$ cat src/rtl/apb_uart_lite_pkg.sv
// ---------------------------------------------------------------------------
// apb_uart_pkg
//   Shared definitions for the APB UART-lite slice: register byte offsets,
//   STATUS / CONTROL bit positions, the common tx/rx FSM state type and the
//   bit-period helper that both FSMs use.
// ---------------------------------------------------------------------------
package apb_uart_pkg;

   // Register byte offsets inside the 16-byte window (only [3:2] decode).
   localparam logic [3:0] ADDR_DATA    = 4'h0;
   localparam logic [3:0] ADDR_STATUS  = 4'h4;
   localparam logic [3:0] ADDR_DIVISOR = 4'h8;
   localparam logic [3:0] ADDR_CONTROL = 4'hC;

   // STATUS bits
   localparam int ST_RX_VALID  = 0;
   localparam int ST_TX_EMPTY  = 1;
   localparam int ST_TX_FULL   = 2;
   localparam int ST_RX_OVR    = 3;
   localparam int ST_FRAME_ERR = 4;
   localparam int ST_TX_OVR    = 5;

   // CONTROL bits
   localparam int CT_LOOPBACK  = 0;
   localparam int CT_IE_RX     = 1;
   localparam int CT_IE_TX     = 2;
   localparam int CT_CLR_ERR   = 8;

   typedef enum logic [1:0] {
      S_IDLE  = 2'd0,
      S_START = 2'd1,
      S_DATA  = 2'd2,
      S_STOP  = 2'd3
   } uart_state_e;

   // Bit period in PCLK cycles; 0 and 1 are too short to time a bit, so
   // they behave as 2.
   function automatic logic [15:0] eff_div(input logic [15:0] d);
      return (d < 16'd2) ? 16'd2 : d;
   endfunction

endpackage

$ cat src/rtl/apb_uart_lite_rx.sv
// ---------------------------------------------------------------------------
// uart_rx_core
//   8N1 receiver: 2-flop synchronizer, falling-edge start detect, mid-bit
//   re-check of the start bit, then 8 data bits LSB first and the stop bit,
//   each sampled one bit period apart.
// Ports:
//   PCLK, PRESETn  clock / synchronous active-low reset
//   rx_in          asynchronous serial input (idle high)
//   divisor        PCLK cycles per bit (raw register value)
//   rx_byte        last assembled byte, stable while byte_valid is high
//   byte_valid     1-cycle pulse: frame with good stop bit received
//   frame_err      1-cycle pulse: frame with low stop bit received
// ---------------------------------------------------------------------------
module uart_rx_core
   import apb_uart_pkg::*;
(
   input  logic        PCLK,
   input  logic        PRESETn,
   input  logic        rx_in,
   input  logic [15:0] divisor,
   output logic [7:0]  rx_byte,
   output logic        byte_valid,
   output logic        frame_err
);

   logic        sync1, sync2, prev;
   uart_state_e state, state_nx;
   logic [15:0] cnt, cnt_nx;
   logic [2:0]  bit_idx, bit_idx_nx;
   logic [7:0]  shift, shift_nx;
   logic        bv_nx, fe_nx;
   logic [15:0] bit_len;

   // Sampled at every reload, so a DIVISOR change lands on a bit boundary.
   assign bit_len = eff_div(divisor);
   assign rx_byte = shift;

   always_ff @(posedge PCLK) begin
      if (!PRESETn) begin
         sync1      <= 1'b1;
         sync2      <= 1'b1;
         prev       <= 1'b1;
         state      <= S_IDLE;
         cnt        <= '0;
         bit_idx    <= '0;
         shift      <= '0;
         byte_valid <= 1'b0;
         frame_err  <= 1'b0;
      end else begin
         sync1      <= rx_in;
         sync2      <= sync1;
         prev       <= sync2;
         state      <= state_nx;
         cnt        <= cnt_nx;
         bit_idx    <= bit_idx_nx;
         shift      <= shift_nx;
         byte_valid <= bv_nx;
         frame_err  <= fe_nx;
      end
   end

   always_comb begin
      state_nx   = state;
      cnt_nx     = cnt;
      bit_idx_nx = bit_idx;
      shift_nx   = shift;
      bv_nx      = 1'b0;
      fe_nx      = 1'b0;
      case (state)
         S_IDLE: begin
            if (prev && !sync2) begin
               state_nx = S_START;
               // half period to the centre of the start bit
               cnt_nx   = (bit_len >> 1) - 16'd1;
            end
         end
         S_START: begin
            if (cnt == 16'd0) begin
               if (sync2) begin
                  state_nx = S_IDLE;       // too short to be a start bit
               end else begin
                  state_nx   = S_DATA;
                  bit_idx_nx = 3'd0;
                  cnt_nx     = bit_len - 16'd1;
               end
            end else begin
               cnt_nx = cnt - 16'd1;
            end
         end
         S_DATA: begin
            if (cnt == 16'd0) begin
               shift_nx = {sync2, shift[7:1]};
               cnt_nx   = bit_len - 16'd1;
               if (bit_idx == 3'd7) state_nx = S_STOP;
               else                 bit_idx_nx = bit_idx + 3'd1;
            end else begin
               cnt_nx = cnt - 16'd1;
            end
         end
         S_STOP: begin
            if (cnt == 16'd0) begin
               state_nx = S_IDLE;
               if (sync2) bv_nx = 1'b1;
               else       fe_nx = 1'b1;
            end else begin
               cnt_nx = cnt - 16'd1;
            end
         end
         default: state_nx = S_IDLE;
      endcase
   end

endmodule

$ cat src/rtl/apb_uart_lite.sv
// ---------------------------------------------------------------------------
// apb_uart_lite
//   APB3 completer with a minimal 8N1 UART: one TX holding register feeding
//   a TX shifter FSM, one RX holding register fed by uart_rx_core.
// Ports:
//   PCLK, PRESETn        clock / synchronous active-low reset
//   PSEL PADDR PENABLE   APB3 request (zero wait states, PREADY tied 1)
//   PWRITE PWDATA
//   PRDATA               registered in setup phase, valid in access phase
//   PREADY, PSLVERR      PSLVERR only for a write to STATUS
//   IRQ                  (rx_valid & ie_rx) | (tx_empty & ie_tx)
//   TXD / RXD            serial out (idle high) / asynchronous serial in
// Register map: 0x0 DATA, 0x4 STATUS, 0x8 DIVISOR, 0xC CONTROL.
// ---------------------------------------------------------------------------
module apb_uart_lite
   import apb_uart_pkg::*;
#(
   parameter logic [15:0] P_ADDR_START = 16'h0000,
   parameter logic [15:0] P_DIV_RESET  = 16'd434
) (
   input  logic        PCLK,
   input  logic        PRESETn,
   input  logic        PSEL,
   input  logic [31:0] PADDR,
   input  logic        PENABLE,
   input  logic        PWRITE,
   input  logic [31:0] PWDATA,
   output logic [31:0] PRDATA,
   output logic        PREADY,
   output logic        PSLVERR,
   output logic        IRQ,
   output logic        TXD,
   input  logic        RXD
);

   // ---------------- APB decode ----------------
   logic       hit, setup_ph, wr_acc, rd_acc;
   logic [3:0] roff;
   logic       wr_data, wr_div, wr_ctrl, wr_stat, pop, clr_err;

   assign hit      = (PADDR[31:4] == {P_ADDR_START, 12'h000});
   assign roff     = {PADDR[3:2], 2'b00};
   assign setup_ph = PSEL & ~PENABLE;
   assign wr_acc   = PSEL & PENABLE &  PWRITE & hit;
   assign rd_acc   = PSEL & PENABLE & ~PWRITE & hit;
   assign wr_data  = wr_acc & (roff == ADDR_DATA);
   assign wr_stat  = wr_acc & (roff == ADDR_STATUS);
   assign wr_div   = wr_acc & (roff == ADDR_DIVISOR);
   assign wr_ctrl  = wr_acc & (roff == ADDR_CONTROL);
   assign pop      = rd_acc & (roff == ADDR_DATA);
   assign clr_err  = wr_ctrl & PWDATA[CT_CLR_ERR];

   assign PREADY  = 1'b1;
   assign PSLVERR = wr_stat;

   logic unused_bits;
   assign unused_bits = ^{PADDR[1:0], PWDATA[31:16]};

   // ---------------- registers / flags ----------------
   logic [15:0] divisor;
   logic        loopback, ie_rx, ie_tx;
   logic [7:0]  hold_data;
   logic        hold_full;
   logic [7:0]  rx_byte;
   logic        rx_valid, rx_ovr, frm_err, tx_ovr;
   logic        tx_empty;

   // ---------------- TX FSM state ----------------
   uart_state_e tx_state, tx_state_nx;
   logic [15:0] tx_cnt, tx_cnt_nx;
   logic [2:0]  tx_bit, tx_bit_nx;
   logic [7:0]  tx_shift, tx_shift_nx;
   logic        txd_q, txd_nx;
   logic        tx_take;
   logic [15:0] tx_len;

   assign tx_len   = eff_div(divisor);
   assign tx_empty = ~hold_full & (tx_state == S_IDLE);
   assign TXD      = txd_q;

   // ---------------- RX ----------------
   logic       rx_src, rx_done, rx_ferr;
   logic [7:0] rx_core_byte;

   assign rx_src = loopback ? txd_q : RXD;

   uart_rx_core u_rx (
      .PCLK       (PCLK),
      .PRESETn    (PRESETn),
      .rx_in      (rx_src),
      .divisor    (divisor),
      .rx_byte    (rx_core_byte),
      .byte_valid (rx_done),
      .frame_err  (rx_ferr)
   );

   assign IRQ = (rx_valid & ie_rx) | (tx_empty & ie_tx);

   // ---------------- read mux ----------------
   logic [31:0] status, rd_mux;

   always_comb begin
      status               = '0;
      status[ST_RX_VALID]  = rx_valid;
      status[ST_TX_EMPTY]  = tx_empty;
      status[ST_TX_FULL]   = hold_full;
      status[ST_RX_OVR]    = rx_ovr;
      status[ST_FRAME_ERR] = frm_err;
      status[ST_TX_OVR]    = tx_ovr;
   end

   always_comb begin
      rd_mux = '0;
      case (roff)
         ADDR_DATA:    rd_mux = {24'h0, rx_byte};
         ADDR_STATUS:  rd_mux = status;
         ADDR_DIVISOR: rd_mux = {16'h0, divisor};
         ADDR_CONTROL: begin
            rd_mux[CT_LOOPBACK] = loopback;
            rd_mux[CT_IE_RX]    = ie_rx;
            rd_mux[CT_IE_TX]    = ie_tx;
         end
         default:      rd_mux = '0;
      endcase
   end

   // ---------------- register file ----------------
   always_ff @(posedge PCLK) begin
      if (!PRESETn) begin
         divisor   <= P_DIV_RESET;
         loopback  <= 1'b0;
         ie_rx     <= 1'b0;
         ie_tx     <= 1'b0;
         hold_data <= '0;
         hold_full <= 1'b0;
         rx_byte   <= '0;
         rx_valid  <= 1'b0;
         rx_ovr    <= 1'b0;
         frm_err   <= 1'b0;
         tx_ovr    <= 1'b0;
         PRDATA    <= '0;
      end else begin
         if (wr_div) divisor <= PWDATA[15:0];
         if (wr_ctrl) begin
            loopback <= PWDATA[CT_LOOPBACK];
            ie_rx    <= PWDATA[CT_IE_RX];
            ie_tx    <= PWDATA[CT_IE_TX];
         end
         // The FSM only takes the hold when it is full, and a write only
         // loads it when empty, so the two never collide.
         if (tx_take) begin
            hold_full <= 1'b0;
         end else if (wr_data && !hold_full) begin
            hold_full <= 1'b1;
            hold_data <= PWDATA[7:0];
         end
         // A pop in the same cycle as a completed frame frees the slot.
         if (rx_done && (!rx_valid || pop)) begin
            rx_valid <= 1'b1;
            rx_byte  <= rx_core_byte;
         end else if (pop) begin
            rx_valid <= 1'b0;
         end
         // New error events win over a simultaneous clear.
         rx_ovr  <= (rx_ovr  & ~clr_err) | (rx_done & rx_valid & ~pop);
         frm_err <= (frm_err & ~clr_err) | rx_ferr;
         tx_ovr  <= (tx_ovr  & ~clr_err) | (wr_data & hold_full);
         if (setup_ph) PRDATA <= hit ? rd_mux : 32'h0;
      end
   end

   // ---------------- TX FSM ----------------
   always_ff @(posedge PCLK) begin
      if (!PRESETn) begin
         tx_state <= S_IDLE;
         tx_cnt   <= '0;
         tx_bit   <= '0;
         tx_shift <= '0;
         txd_q    <= 1'b1;
      end else begin
         tx_state <= tx_state_nx;
         tx_cnt   <= tx_cnt_nx;
         tx_bit   <= tx_bit_nx;
         tx_shift <= tx_shift_nx;
         txd_q    <= txd_nx;
      end
   end

   // txd_q is the registered line value for the bit being entered, so each
   // bit spans exactly tx_len cycles from the edge that starts it.
   always_comb begin
      tx_state_nx = tx_state;
      tx_cnt_nx   = tx_cnt;
      tx_bit_nx   = tx_bit;
      tx_shift_nx = tx_shift;
      txd_nx      = txd_q;
      tx_take     = 1'b0;
      case (tx_state)
         S_IDLE: begin
            txd_nx = 1'b1;
            if (hold_full) begin
               tx_state_nx = S_START;
               tx_shift_nx = hold_data;
               tx_cnt_nx   = tx_len - 16'd1;
               tx_take     = 1'b1;
               txd_nx      = 1'b0;
            end
         end
         S_START: begin
            if (tx_cnt == 16'd0) begin
               tx_state_nx = S_DATA;
               tx_bit_nx   = 3'd0;
               tx_cnt_nx   = tx_len - 16'd1;
               txd_nx      = tx_shift[0];
            end else begin
               tx_cnt_nx = tx_cnt - 16'd1;
            end
         end
         S_DATA: begin
            if (tx_cnt == 16'd0) begin
               tx_cnt_nx = tx_len - 16'd1;
               if (tx_bit == 3'd7) begin
                  tx_state_nx = S_STOP;
                  txd_nx      = 1'b1;
               end else begin
                  tx_bit_nx = tx_bit + 3'd1;
                  txd_nx    = tx_shift[tx_bit + 3'd1];
               end
            end else begin
               tx_cnt_nx = tx_cnt - 16'd1;
            end
         end
         S_STOP: begin
            if (tx_cnt == 16'd0) begin
               if (hold_full) begin
                  // back-to-back: no idle bit between frames
                  tx_state_nx = S_START;
                  tx_shift_nx = hold_data;
                  tx_cnt_nx   = tx_len - 16'd1;
                  tx_take     = 1'b1;
                  txd_nx      = 1'b0;
               end else begin
                  tx_state_nx = S_IDLE;
                  txd_nx      = 1'b1;
               end
            end else begin
               tx_cnt_nx = tx_cnt - 16'd1;
            end
         end
         default: tx_state_nx = S_IDLE;
      endcase
   end

endmodule
$ cat config.mk
export PLATFORM = sky130hd
export DESIGN_NAME = apb_uart_lite
export DESIGN_NICKNAME = d
export VERILOG_FILES = /design/src/rtl/apb_uart_lite_pkg.sv /design/src/rtl/apb_uart_lite_rx.sv /design/src/rtl/apb_uart_lite.sv
export SDC_FILE = /design/constraint.sdc
export NUM_CORES = 1
export LEC_CHECK = 0
export BUFFER_PORTS_ARGS = -buffer_cell sky130_fd_sc_hd__buf_2
export CORE_ASPECT_RATIO = 1.1
export CORE_MARGIN = 1.5
export CORE_UTILIZATION = 30
export CTS_BUF_LIST = sky130_fd_sc_hd__clkbuf_2
export DETAILED_ROUTE_END_ITERATION = 10
export HOLD_SLACK_MARGIN = 0.08
export PLACE_DENSITY_LB_ADDON = 0.05
export SYNTH_ARGS = -nofsm -noshare
export SYNTH_HDL_FRONTEND = slang
export SYNTH_HIERARCHICAL = 1
export SYNTH_SLANG_ARGS = --single-unit
$ cat constraint.sdc
create_clock -name PCLK -period 3.9 [get_ports PCLK]
set_input_delay 0.585 -clock PCLK [delete_from_list [all_inputs] [get_ports PCLK]]
set_output_delay 0.585 -clock PCLK [all_outputs]
set_load 0.03 [all_outputs]
; ---- After elaboration in Yosys (flattened, before gate mapping)
; Cells that the tools add are included.
[word_totals]
mem_bits_ro = 0
mem_count = 0
out_inout_bits = 36
latch_bits = 0
regBits = 136
wordCells = 177
in_bits = 70
ram_bits = 0
[classes]
eq_ne = 26
bitwise = 32
n_reduce_logical = 29
mul = 0
mux = 56
n_div = 0
shift = 0
order_cmp = 2
add_sub_neg = 6
[op_table]
columns = cell, count
row1 = $mux 16, 9
row2 = $pmux 16 s4, 1
row3 = $pmux 16 s3, 1
row4 = $sub 16x1->16 const B, 3
row5 = $pmux 13 s3, 1
row6 = $logic_not 16->1, 2
row7 = $mux 32, 1
row8 = $logic_not 28->1, 1
row9 = $mux 2, 11
row10 = $and 1x1->1, 21
row11 = $mux 3, 7
row12 = $ne 2x2->1 const B, 9
row13 = $lt 16x2->1 const B, 1
row14 = $mux 8, 2
row15 = $pmux 2 s4, 2
row16 = $pmux 8 s2, 1
row17 = $sub 15x1->16 const B, 1
row18 = $reduce_and 5->1, 3
row19 = $mux 1, 14
row20 = $eq 2x2->1 const B, 6
row21 = $pmux 3 s2, 2
row22 = $pmux 3 s4, 1
row23 = $ne 2x1->1 const B, 5
row24 = $reduce_and 3->1, 3
row25 = other kinds (19), 43

; ---- Longest topological paths before layout
; Gate-level depths: netlist of the first run.
[logic_depth]
ltp_word = 8
depth_mapped = 13
mapped_depth_nobuf = 12

; ---- Hierarchy
; The synthesis of the first run kept the hierarchy.
[modules_own_cells]
columns = module, cells_per_inst, area_per_inst_um2, n_inst, seq_area_each_um2
row1 = apb_uart_lite, 583, 4873.4, 1, 1721.7
row2 = uart_rx_core, 353, 2761.4, 1, 680.7

; ---- Worst setup path before layout of the first run
; No wires, ideal clock.
[synth_timing]
path_type = register to register
start = register divisor[5]
end = register tx_cnt[12]
path_slack_ns = 0.551
period_less_slack_ns = 3.349
t_arrival_ns = 3.262
setup_time_ns = 0.087
path_stages_with_launch = 12
required_time_ns = 3.813
n_path_buf = 0
path_cell_list = dfxtp_1 > or4_4 > nor3_1 > nand2_1 > o41ai_1 > ha_1 > nor3b_1 > nand3_1 > nor4_1 > xor2_1 > mux2i_1 > o31ai_1
[synth_via]
elab_chain_cells = 6
word_cells_on_any_way = 7
cone_classes = add/sub (1) / order compare (1) / mux (5)
[synth_rtl]
columns = element, line_no
row1 = from (decl), apb_uart_lite.sv:60  ; logic [15:0] divisor;
row2 = from (signal assigned), apb_uart_lite.sv:143  ; if (wr_div) divisor <= PWDATA[15:0];
row3 = $lt 16x2->1, apb_uart_lite_pkg.sv:39  ; return (d < 16'd2) ? 16'd2 : d;
row4 = $mux 16 (*), apb_uart_lite_pkg.sv:39
row5 = $sub 16x1->16 (*), --
row6 = $mux 16, "apb_uart_lite.sv:201, apb_uart_lite.sv:235"
row7 = $mux 16, apb_uart_lite.sv:234  ; if (tx_cnt == 16'd0) begin
row8 = $pmux 16 s3 (*), apb_uart_lite.sv:198  ; case (tx_state)
row9 = to (signal assigned), apb_uart_lite.sv:182  ; tx_cnt <= tx_cnt_nx;
row10 = to (decl), apb_uart_lite.sv:70  ; logic [15:0] tx_cnt, tx_cnt_nx;
; Every way passes the cells marked *; elsewhere a longest branch is shown, timed or not.
; A chain may end at the register's enable or synchronous reset.

; ---- Final worst setup path of the first run
[layout_timing]
start = register divisor[9]
end = register tx_cnt[12]
; Same word-level chain as after synthesis.

==> flow_summary.toml, run 1 <==
[worst_setup_path]
crit_fanout = 3
worst_setup_path_start_kind = "register"
crit_type = "reg -> reg"
critPathSlowestCell = "or4_4"
cpPeakStageDelay_ns = 0.56
path_cells = "or4_4 > nor3_1 > nand2_1 > o41ai_1 > ha_1 > nor3b_1 > nand3_1 > nor4_1 > xor2_1 > mux2i_1 > o31ai_1"
rrSetupSlack_ns = 0.31
critPathCaptureType = "register"
required_ns = 4.56
critPathArrivalTime_ns = 4.25

[global_route]
grt_remaining_overflow = 0
grt_max_degree = 54
gr-usage-all-layers = 0.1840
antenna_found_initial = 1
grt_pass1_wl_mm = 37.74
grt_pass1_vias = 6788

[floorplanning]
die_w_um = 155.1
core_area_um2 = 25110
die_area_um2 = 26420
row_count = 61
start_util = 0.3041
fp.dieH_um = 170.3
io_pins = 106

[route]
detail_route.wl_per_cell_um = 17.97
drcViolationCount = 0
antenna_left = 0
routed_wl_mm = 23.95
first_pass_iters = 5
drt-initial-drc-count = 415
viasPerCell = 5.206
vias = 6939

[pwr]
leakagePower_nw = 3.540
cellPowerDensity_nw_per_um2 = 420.7
seqPwrFrac = 0.370
irDropWorstVdd_uv = 152.6
p_clk_frac = 0.280
swShare = 0.4056
p_total_w = 0.003643
combPwrFrac = 0.350
internal_power_w = 0.002166
power.net_switching_w = 0.001477

[logic_synthesis]
yosysMostFrequentCell = "dfxtp_1"
synth-warning-count = 6
ys_seq_area_frac = 0.3147
synth_area_leaders = "dfxtp_1 (31%), mux2i_1 (6.3%), nand2_1 (4.7%), nor2_1 (4.6%), a21oi_1 (3.7%)"
synth_cell_types = 92
synthArstFlopShare = 0
synth_top_area_share = 0.3147
syn_inst = 936
avgSynthCellArea_um2 = 8.157
synth_top_area_cell = "dfxtp_1"
synth_edf_count = 0
ys_seq_elements = 120
syn_area_um2 = 7635
synth_ff_type = "dfxtp_1"
synth_common_cells = "dfxtp_1 (120), nand2_1 (95), nor2_1 (93), a21oi_1 (57), o21ai_0 (52)"

[clock_tree]
clk_pin_slew_ns = 0.23
cts_tree = "built"
cts_root_buffer = "clkbuf_2"
clk_path_buf_depth = 2
htree_levels = 4
postCtsSetupBuffers = 0
clock_latency_ns = 0.73
cts_buffers = 17
cts.sinks = 120

[sta]
rsz0062_at_grt = "no"
slew_headroom = 0.2680
fin_tns_setup_ns = 0
hold_viol_final = 0
drv_slew = 0
setup_viol = 0
tightest_slew_ns = 1.093
fmax_mhz = 278.7
fin_crit_ns = 3.588
timing.final.crit_share = 0.9199
skew_ns = 0.04540

[place]
gp_congestion = 0.7879
dp_hpwl_mm = 16.83
placed_area_um2 = 8222
port_buffers = 70

[finish]
finalNetCount = 1095
area_delta_synth_final_pct = 13.42
layout-drive-gt1-share = 0.1672
stdcell_area_um2 = 8660
n_fill_cell = 2680

[job]
drv_cap = 0

[run_status]
status = "finished, final reports clean"

[worst_hold_path]
hold_path.class = "in -> reg"
[registers in the layout, summed over array words and instances (netlist names), 2 cells and up, named ones only]
register,cells
PRDATA,16
divisor,16
hold_data,8
rx_byte,8
tx_bit,3
tx_cnt,16
tx_shift,8
tx_state,2
u_rx/bit_idx,3
u_rx/cnt,16
u_rx/rx_byte,8
[cells by family after synthesis]
| family | count (synthesis) | synth area share |
|---|---|---|
| xor gates and xnor gates | 44 | 0.05048 |
| muxes | 56 | 0.08210 |
| and+or+nand+nor | 368 | 0.2539 |
| other | 2 | 0.0009837 |
| AOI/OAI and AO/OA | 223 | 0.1962 |
| DFF | 120 | 0.3147 |
| adders and majority gates | 21 | 0.03441 |
| buffers and inverters | 102 | 0.06735 |
[per-layer routing]
metal / wire (um) / GRT usage / vias to the layer above
li1: - / - / 3515
met4: 203 / 0.04139 / 0
met2: 11660 / 0.3166 / 101
met1: 11480 / 0.2391 / 3311
met5: 0 / 0 / -
met3: 606 / 0.03259 / 12
[through the flow]
stage / hold WS [ns] / cells / util / setup slack, ns
final: 0.1756 / 1333 / 0.3449 / 0.3124
after global routing: 0.1092 / 1333 / 0.3449 / 0.04988
after CTS: 0.09499 / 1332 / 0.3448 / 0.2989
after detailed placement: 0.3932 / 1286 / 0.3274 / 0.3221
after global placement: 0.4210 / 1286 / 0.3274 / 0.3418
after floorplan: 0.3863 / 951 / - / 0.5510
[power groups by stage]
| stage | logic, W | registers, W | clock network, W |
|---|---|---|---|
| after floorplan | 0.000971 | 0.00135 | 0 |
| after global placement | 0.00128 | 0.00137 | 0 |
| after detailed placement | 0.00127 | 0.00137 | 0 |
| after CTS | 0.00128 | 0.00134 | 0.00107 |
| after global routing | 0.00142 | 0.00136 | 0.00112 |
| final | 0.00128 | 0.00135 | 0.00102 |
[cell type report]
cell class,instances,area [um^2],area share
inverters,24,90.09,0.01040
repair buffers,112,700.7,0.08091
clock buffers,17,85.08,0.009825
flip-flops and latches,120,2402,0.2774
well taps,315,394.1,0.04551
diodes,1,2.502,0.0002890
clock inverters,15,210.2,0.02427
multi-input cells,729,4775,0.5514
[cells in the final DEF, fill, tap and decap left out, drive strengths merged, types with 9 or more instances in the layout]
cell and count:
dfxtp 120, buf 98, nand2 95, nor2 93
a21oi 59, o21ai 54, mux2i 48, nand3 48
inv 31, xnor2 25, nor4 25, nor3 24
ha 21, xor2 19, conb 17, clkbuf 17
nand4 16, dlygate4sd3 14, nand2b 11, a22oi 11
o211ai 10, a31oi 9
[path summary, 6_finish.rpt]
check	start	to	cells past startpoint
worst max-delay path	divisor[9]	tx_cnt[12]	11
worst min-delay path	PWDATA[8]	divisor[8]	3
worst max register to register	divisor[9]	tx_cnt[12]	11
worst min register to register	u_rx/sync1	u_rx/sync2	1
[worst max-delay path: cells and delay by family, from the launching register on]
kind | cells | cell delay (ns)
AOI/OAI and AO/OA | 2 | 0.74
muxes | 1 | 0.10
xor gates and xnor gates | 1 | 0.23
and+or+nand+nor | 6 | 1.83
adders and majority gates | 1 | 0.28
DFF | 1 | 0.37
[timing repair]
action	CTS	global route
gates resized for setup	0	0
endpoints found under the setup margin	0	0
hold buffers	14	0
endpoints found under the hold margin	17	0
No activity file was read; power rests on OpenSTA's default activity.
==> run 2, diff against run 1 <==
CAP_MARGIN = 30   (was not set)
clock period = 4.4 ns   (was 3.9 ns; I/O delays follow)
==> flow_summary.toml, run 2 (synthesis results as in run 1) <==
[run_status]
status = "finished, final reports clean"

[sta]
rsz0062_at_grt = "no"
drv_slew = 0
skew_ns = 0.04461
setup_ws_ns = 0.7823
fin_tns_setup_ns = 0
fin_crit_ns = 3.618
slew_headroom = 0.4235
tightest_slew_ns = 0.8629
hold_viol_final = 0
timing.final.crit_share = 0.8222
setup_viol = 0
fmax_mhz = 276.4

[floorplanning]
fp.dieH_um = 170.3
die_w_um = 155.1
start_util = 0.3041
row_count = 61
io_pins = 106
die_area_um2 = 26420
core_area_um2 = 25110

[finish]
seq_area_um2 = 2402
finalNonFillerCells = 1324
final_core_util = 0.3405
final_common_cell = "dfxtp_1"
area_delta_synth_final_pct = 11.98
most-common-layout-cells = "dfxtp_1 (120), nand2_1 (95), nor2_1 (93)"
layout-drive-gt1-share = 0.1706
n_fill_cell = 2705
multi_input_area_um2 = 4775
finalNetCount = 1086

[clock_tree]
clk_pin_slew_ns = 0.25
htree_levels = 4
clock_latency_ns = 0.73
cts_tree = "built"
cts.sinks = 120
cts_root_buffer = "clkbuf_2"
clk_path_buf_depth = 2
cts_buffers = 17
postCtsResizedCells = 0

[pwr]
irDropWorstVdd_uv = 150.0
cellPowerDensity_nw_per_um2 = 366.7
leakagePower_nw = 3.495

[global_route]
antenna_found_initial = 1
grtUsageMet2 = 0.2995
grt_remaining_overflow = 0
top_usage_layer = "met2"
grt_pass1_vias = 6689
gr-usage-all-layers = 0.1824
grt_max_degree = 40
grt_pass1_wl_mm = 37.47
grt_use_met1 = 0.2453
met3_usage = 0.02750

[worst_setup_path]
cpPeakStageDelay_ns = 0.57
critPathSlowestCell = "or4_4"
rrSetupSlack_ns = 0.78
path_cells = "or4_4 > nor3_1 > nand2_1 > o41ai_1 > ha_1 > nor3b_1 > buf_4 > nand3_1 > nor4_1 > xor2_1 > mux2i_1 > o31ai_1"
rr_startpoint = "divisor[4]"
path_delay_family = "simple AND/OR/NAND/NOR gates"
r2r_cells = 12
crit_type = "reg -> reg"
r2r-end = "tx_cnt[12]"
crit_fanout = 5
critPathArrivalTime_ns = 4.25
required_ns = 5.04
critPathCaptureType = "register"
cp.buffers_inverters = 1
worst_setup_path_start_kind = "register"

[place]
gp_congestion = 0.7656
dp_slack_ns = 0.7721
port_buffers = 70
place_inst = 1287
dp_hpwl_mm = 16.76

[worst_hold_path]
min_path_cells = 3
min_from = "PWDATA[14]"
hold_path.class = "in -> reg"
hold_end = "divisor[14]"

[route]
vias = 6944
first_pass_iters = 4
routed_wl_mm = 23.54
antenna_left = 0
viasPerCell = 5.245
drcViolationCount = 0
drt-initial-drc-count = 412
detail_route.wl_per_cell_um = 17.78

[job]
drv_cap = 0
run 2: area by class of cell:
cell class              count  share of cell area
clock buffers              17            0.009952
well taps                 315             0.04610
multi-input cells         729              0.5585
flip-flops and latches    120              0.2810
clock inverters            15             0.02107
repair buffers            103             0.07259
inverters                  24             0.01054
diodes                      1           0.0002927
run 2: per-stage QoR:
step	cell area (um^2)	hold WS, ns	power (W)
after global routing	8549	0.08496	0.003357
after detailed placement	8242	0.3997	0.002325
after CTS	8537	0.08751	0.003181
after floorplan	7691	0.3863	0.002061
after global placement	8214	0.4096	0.002341
final	8549	0.1699	0.003135
run 2: report_power, final:
group	switching, W	internal, W
Combinational	0.000727	0.000395
Clock	0.000535	0.000287
Sequential	0.0000610	0.00113
Total	0.00132	0.00181
run 2: worst max path at each step:
stage | depth (start not counted) | to | from | slack, ns
2_1_floorplan | 11 | tx_cnt[12] | divisor[5] | 1.05
3_3_place_gp | 12 | tx_cnt[12] | divisor[12] | 0.84
3_5_place_dp | 12 | tx_cnt[12] | divisor[12] | 0.77
4_1_cts | 12 | tx_cnt[12] | divisor[4] | 0.71
5_1_grt | 12 | tx_cnt[12] | divisor[12] | 0.36
6_report | 12 | tx_cnt[12] | divisor[4] | 0.78
run 2: repair_timing:
action	4_1_cts	5_1_grt
endpoints found under the hold margin	3	1
buffers inserted	0	0
hold buffers	3	1
run 2: worst min-delay path: stages:
cell	delay, ns
buf_2	0.07
mux2i_1	0.05
nor2_1	0.07
run 2: routing by layer:
| metal | share of wire | up-vias |
|---|---|---|
| met2 | 0.47 | 103 |
| met3 | 0.027 | 23 |
| met4 | 0.016 | 0 |
| met1 | 0.49 | 3323 |
| met5 | 0 | - |
| li1 | - | 3495 |
==> run 3, diff against run 2 <==
ABC_AREA = 1   (was not set)
clock period = 3.3 ns   (was 4.4 ns; I/O delays follow)
==> flow_summary.toml, run 3 <==
[sta]
slew_headroom = 0.3987
fmax_mhz = 355.7
setup_viol = 0
fin_crit_ns = 2.812
skew_ns = 0.02651
whs_ns = 0.1802
drv_slew = 0
tightest_slew_ns = 0.9009
fin_tns_setup_ns = 0
hold_viol_final = 0
timing.final.crit_share = 0.8520
rsz0062_at_grt = "no"

[logic_synthesis]
synth_top_area_cell = "dfxtp_1"
ys_seq_elements = 120
synth-warning-count = 6
synth_ff_type = "dfxtp_1"
synth_cell_types = 55
synth_area_leaders = "dfxtp_1 (31%), nand2_1 (14%), a21oi_1 (7.8%), nand3_1 (5.7%), o21ai_0 (5.4%)"
synthArstFlopShare = 0
synth_top_area_share = 0.3060
synth_common_cells = "nand2_1 (286), a21oi_1 (123), dfxtp_1 (120), nor2_1 (109), inv_1 (108)"
avgSynthCellArea_um2 = 6.580
synth_edf_count = 0
syn_area_um2 = 7850
ys_seq_area_frac = 0.3060
yosysMostFrequentCell = "nand2_1"
syn_inst = 1193

[global_route]
grt_remaining_overflow = 0
grt_pass1_wl_mm = 41.65
grt_pass1_vias = 7460
antenna_found_initial = 1
gr-usage-all-layers = 0.1976
grt_max_degree = 33

[worst_setup_path]
path_delay_family = "simple AND/OR/NAND/NOR gates"
path_cells = "nor2_1 > nand2_1 > nor2_1 > nand2_2 > nand2_1 > inv_1 > ha_1 > inv_1 > nor2_2 > inv_1 > nor2_1 > nand2_1 > nor3_1 > o21ai_0 > a31oi_1"
critPathArrivalTime_ns = 3.47
crit_fanout = 10
crit_type = "reg -> reg"
worst_setup_path_start_kind = "register"
critPathCaptureType = "register"
cpPeakStageDelay_ns = 0.67
critPathSlowestCell = "dfxtp_1"
cp.buffers_inverters = 3
required_ns = 3.95

[route]
first_pass_iters = 5
routed_wl_mm = 26.36
viasPerCell = 4.769
vias = 7792
antenna_left = 0
drt-initial-drc-count = 477
drcViolationCount = 0
detail_route.wl_per_cell_um = 16.13

[pwr]
irDropWorstVdd_uv = 379.3
leakagePower_nw = 3.763
cellPowerDensity_nw_per_um2 = 630.9

[floorplanning]
fp.dieH_um = 172.7
start_util = 0.3079
io_pins = 106
die_w_um = 157.2
die_area_um2 = 27150
core_area_um2 = 25490
row_count = 61

[clock_tree]
clock_latency_ns = 0.70
htree_levels = 4
cts_tree = "built"
cts.sinks = 120
clk_pin_slew_ns = 0.25
clk_path_buf_depth = 2
cts_buffers = 17
cts_root_buffer = "clkbuf_2"

[finish]
finalNetCount = 1365
most-common-layout-cells = "nand2_1 (286), a21oi_1 (123), dfxtp_1 (120)"
area_delta_synth_final_pct = 13.88
layout-drive-gt1-share = 0.1437
final_common_cell = "nand2_1"

[worst_hold_path]
hold_path.class = "in -> reg"

[place]
dp_hpwl_mm = 19.54
gp_congestion = 0.8343
port_buffers = 70

[job]
drv_cap = 0

[run_status]
status = "finished, final reports clean"
## run 3: stage by stage
step	std cells	area (um^2)	utilization	power, W	setup slack, ns
floorplan	1208	7906	-	0.003925	0.7633
global placement	1584	8492	0.3331	0.004554	0.6076
detailed placement	1585	8512	0.3339	0.004548	0.5417
CTS	1633	8937	0.3506	0.005731	0.4897
global route	1634	8940	0.3507	0.006129	0.1866
finish	1634	8940	0.3507	0.005640	0.4883
## run 3: final cells by class
cell class / count / area, um^2
antenna: 1 / 2.502
tap: 346 / 432.9
sequential: 120 / 2402
fill: 2895 / 16550
inverter: 117 / 442.9
multi-input combinational: 914 / 4736
timing repair buffer: 104 / 658.1
clock buffer: 17 / 85.08
clock inverter: 15 / 180.2
## run 3: logic make-up (layout without fill, tap and decap cells)
family	Yosys count	after routing	share of synthesized area
AND/OR/NAND/NOR	583	583	0.3424
AO/OA/AOI/OAI	255	255	0.1769
buffers and inverters	174	253	0.09786
flip-flops	120	120	0.3060
XOR/XNOR	38	38	0.04240
adder cells (fa/ha/maj)	21	21	0.03347
other	2	18	0.0009567
## run 3: report_power, final
| group | total (W) | switching (W) | internal, W | leakage (nW) |
|---|---|---|---|---|
| Clock | 0.00113 | 0.000744 | 0.000383 | 0.157 |
| Sequential | 0.00169 | 0.000131 | 0.00156 | 0.971 |
| Combinational | 0.00282 | 0.00189 | 0.000934 | 2.63 |
## run 3: what timing repair did
action / 4_1_cts / 5_1_grt
endpoints found under the setup margin: 0 / 0
gates resized for setup: 0 / 0
hold buffers: 16 / 0
endpoints found under the hold margin: 27 / 0
buffers inserted: 0 / 0
## run 3: worst paths after layout
kind | from | to | slack, ns | depth (start not counted)
min | PRESETn | u_rx/rx_byte[0] | 0.18 | 3
max | divisor[7] | u_rx/cnt[14] | 0.49 | 15
min reg2reg | u_rx/sync1 | u_rx/sync2 | 0.43 | 1
max reg2reg | divisor[7] | u_rx/cnt[14] | 0.49 | 15
## run 3: per-layer routing
metal / share of wire / up-vias / track usage
met4: 0.012 / 0 / 0.04796
li1: - / 4068 / -
met3: 0.019 / 16 / 0.02331
met5: 0 / - / 0
met1: 0.48 / 3618 / 0.2575
met2: 0.49 / 90 / 0.3438
## run 3: worst min-delay path, cell delays in order
cell and delay [ns]:
buf_2 0.22, o21ai_0 0.12, nor2_1 0.04
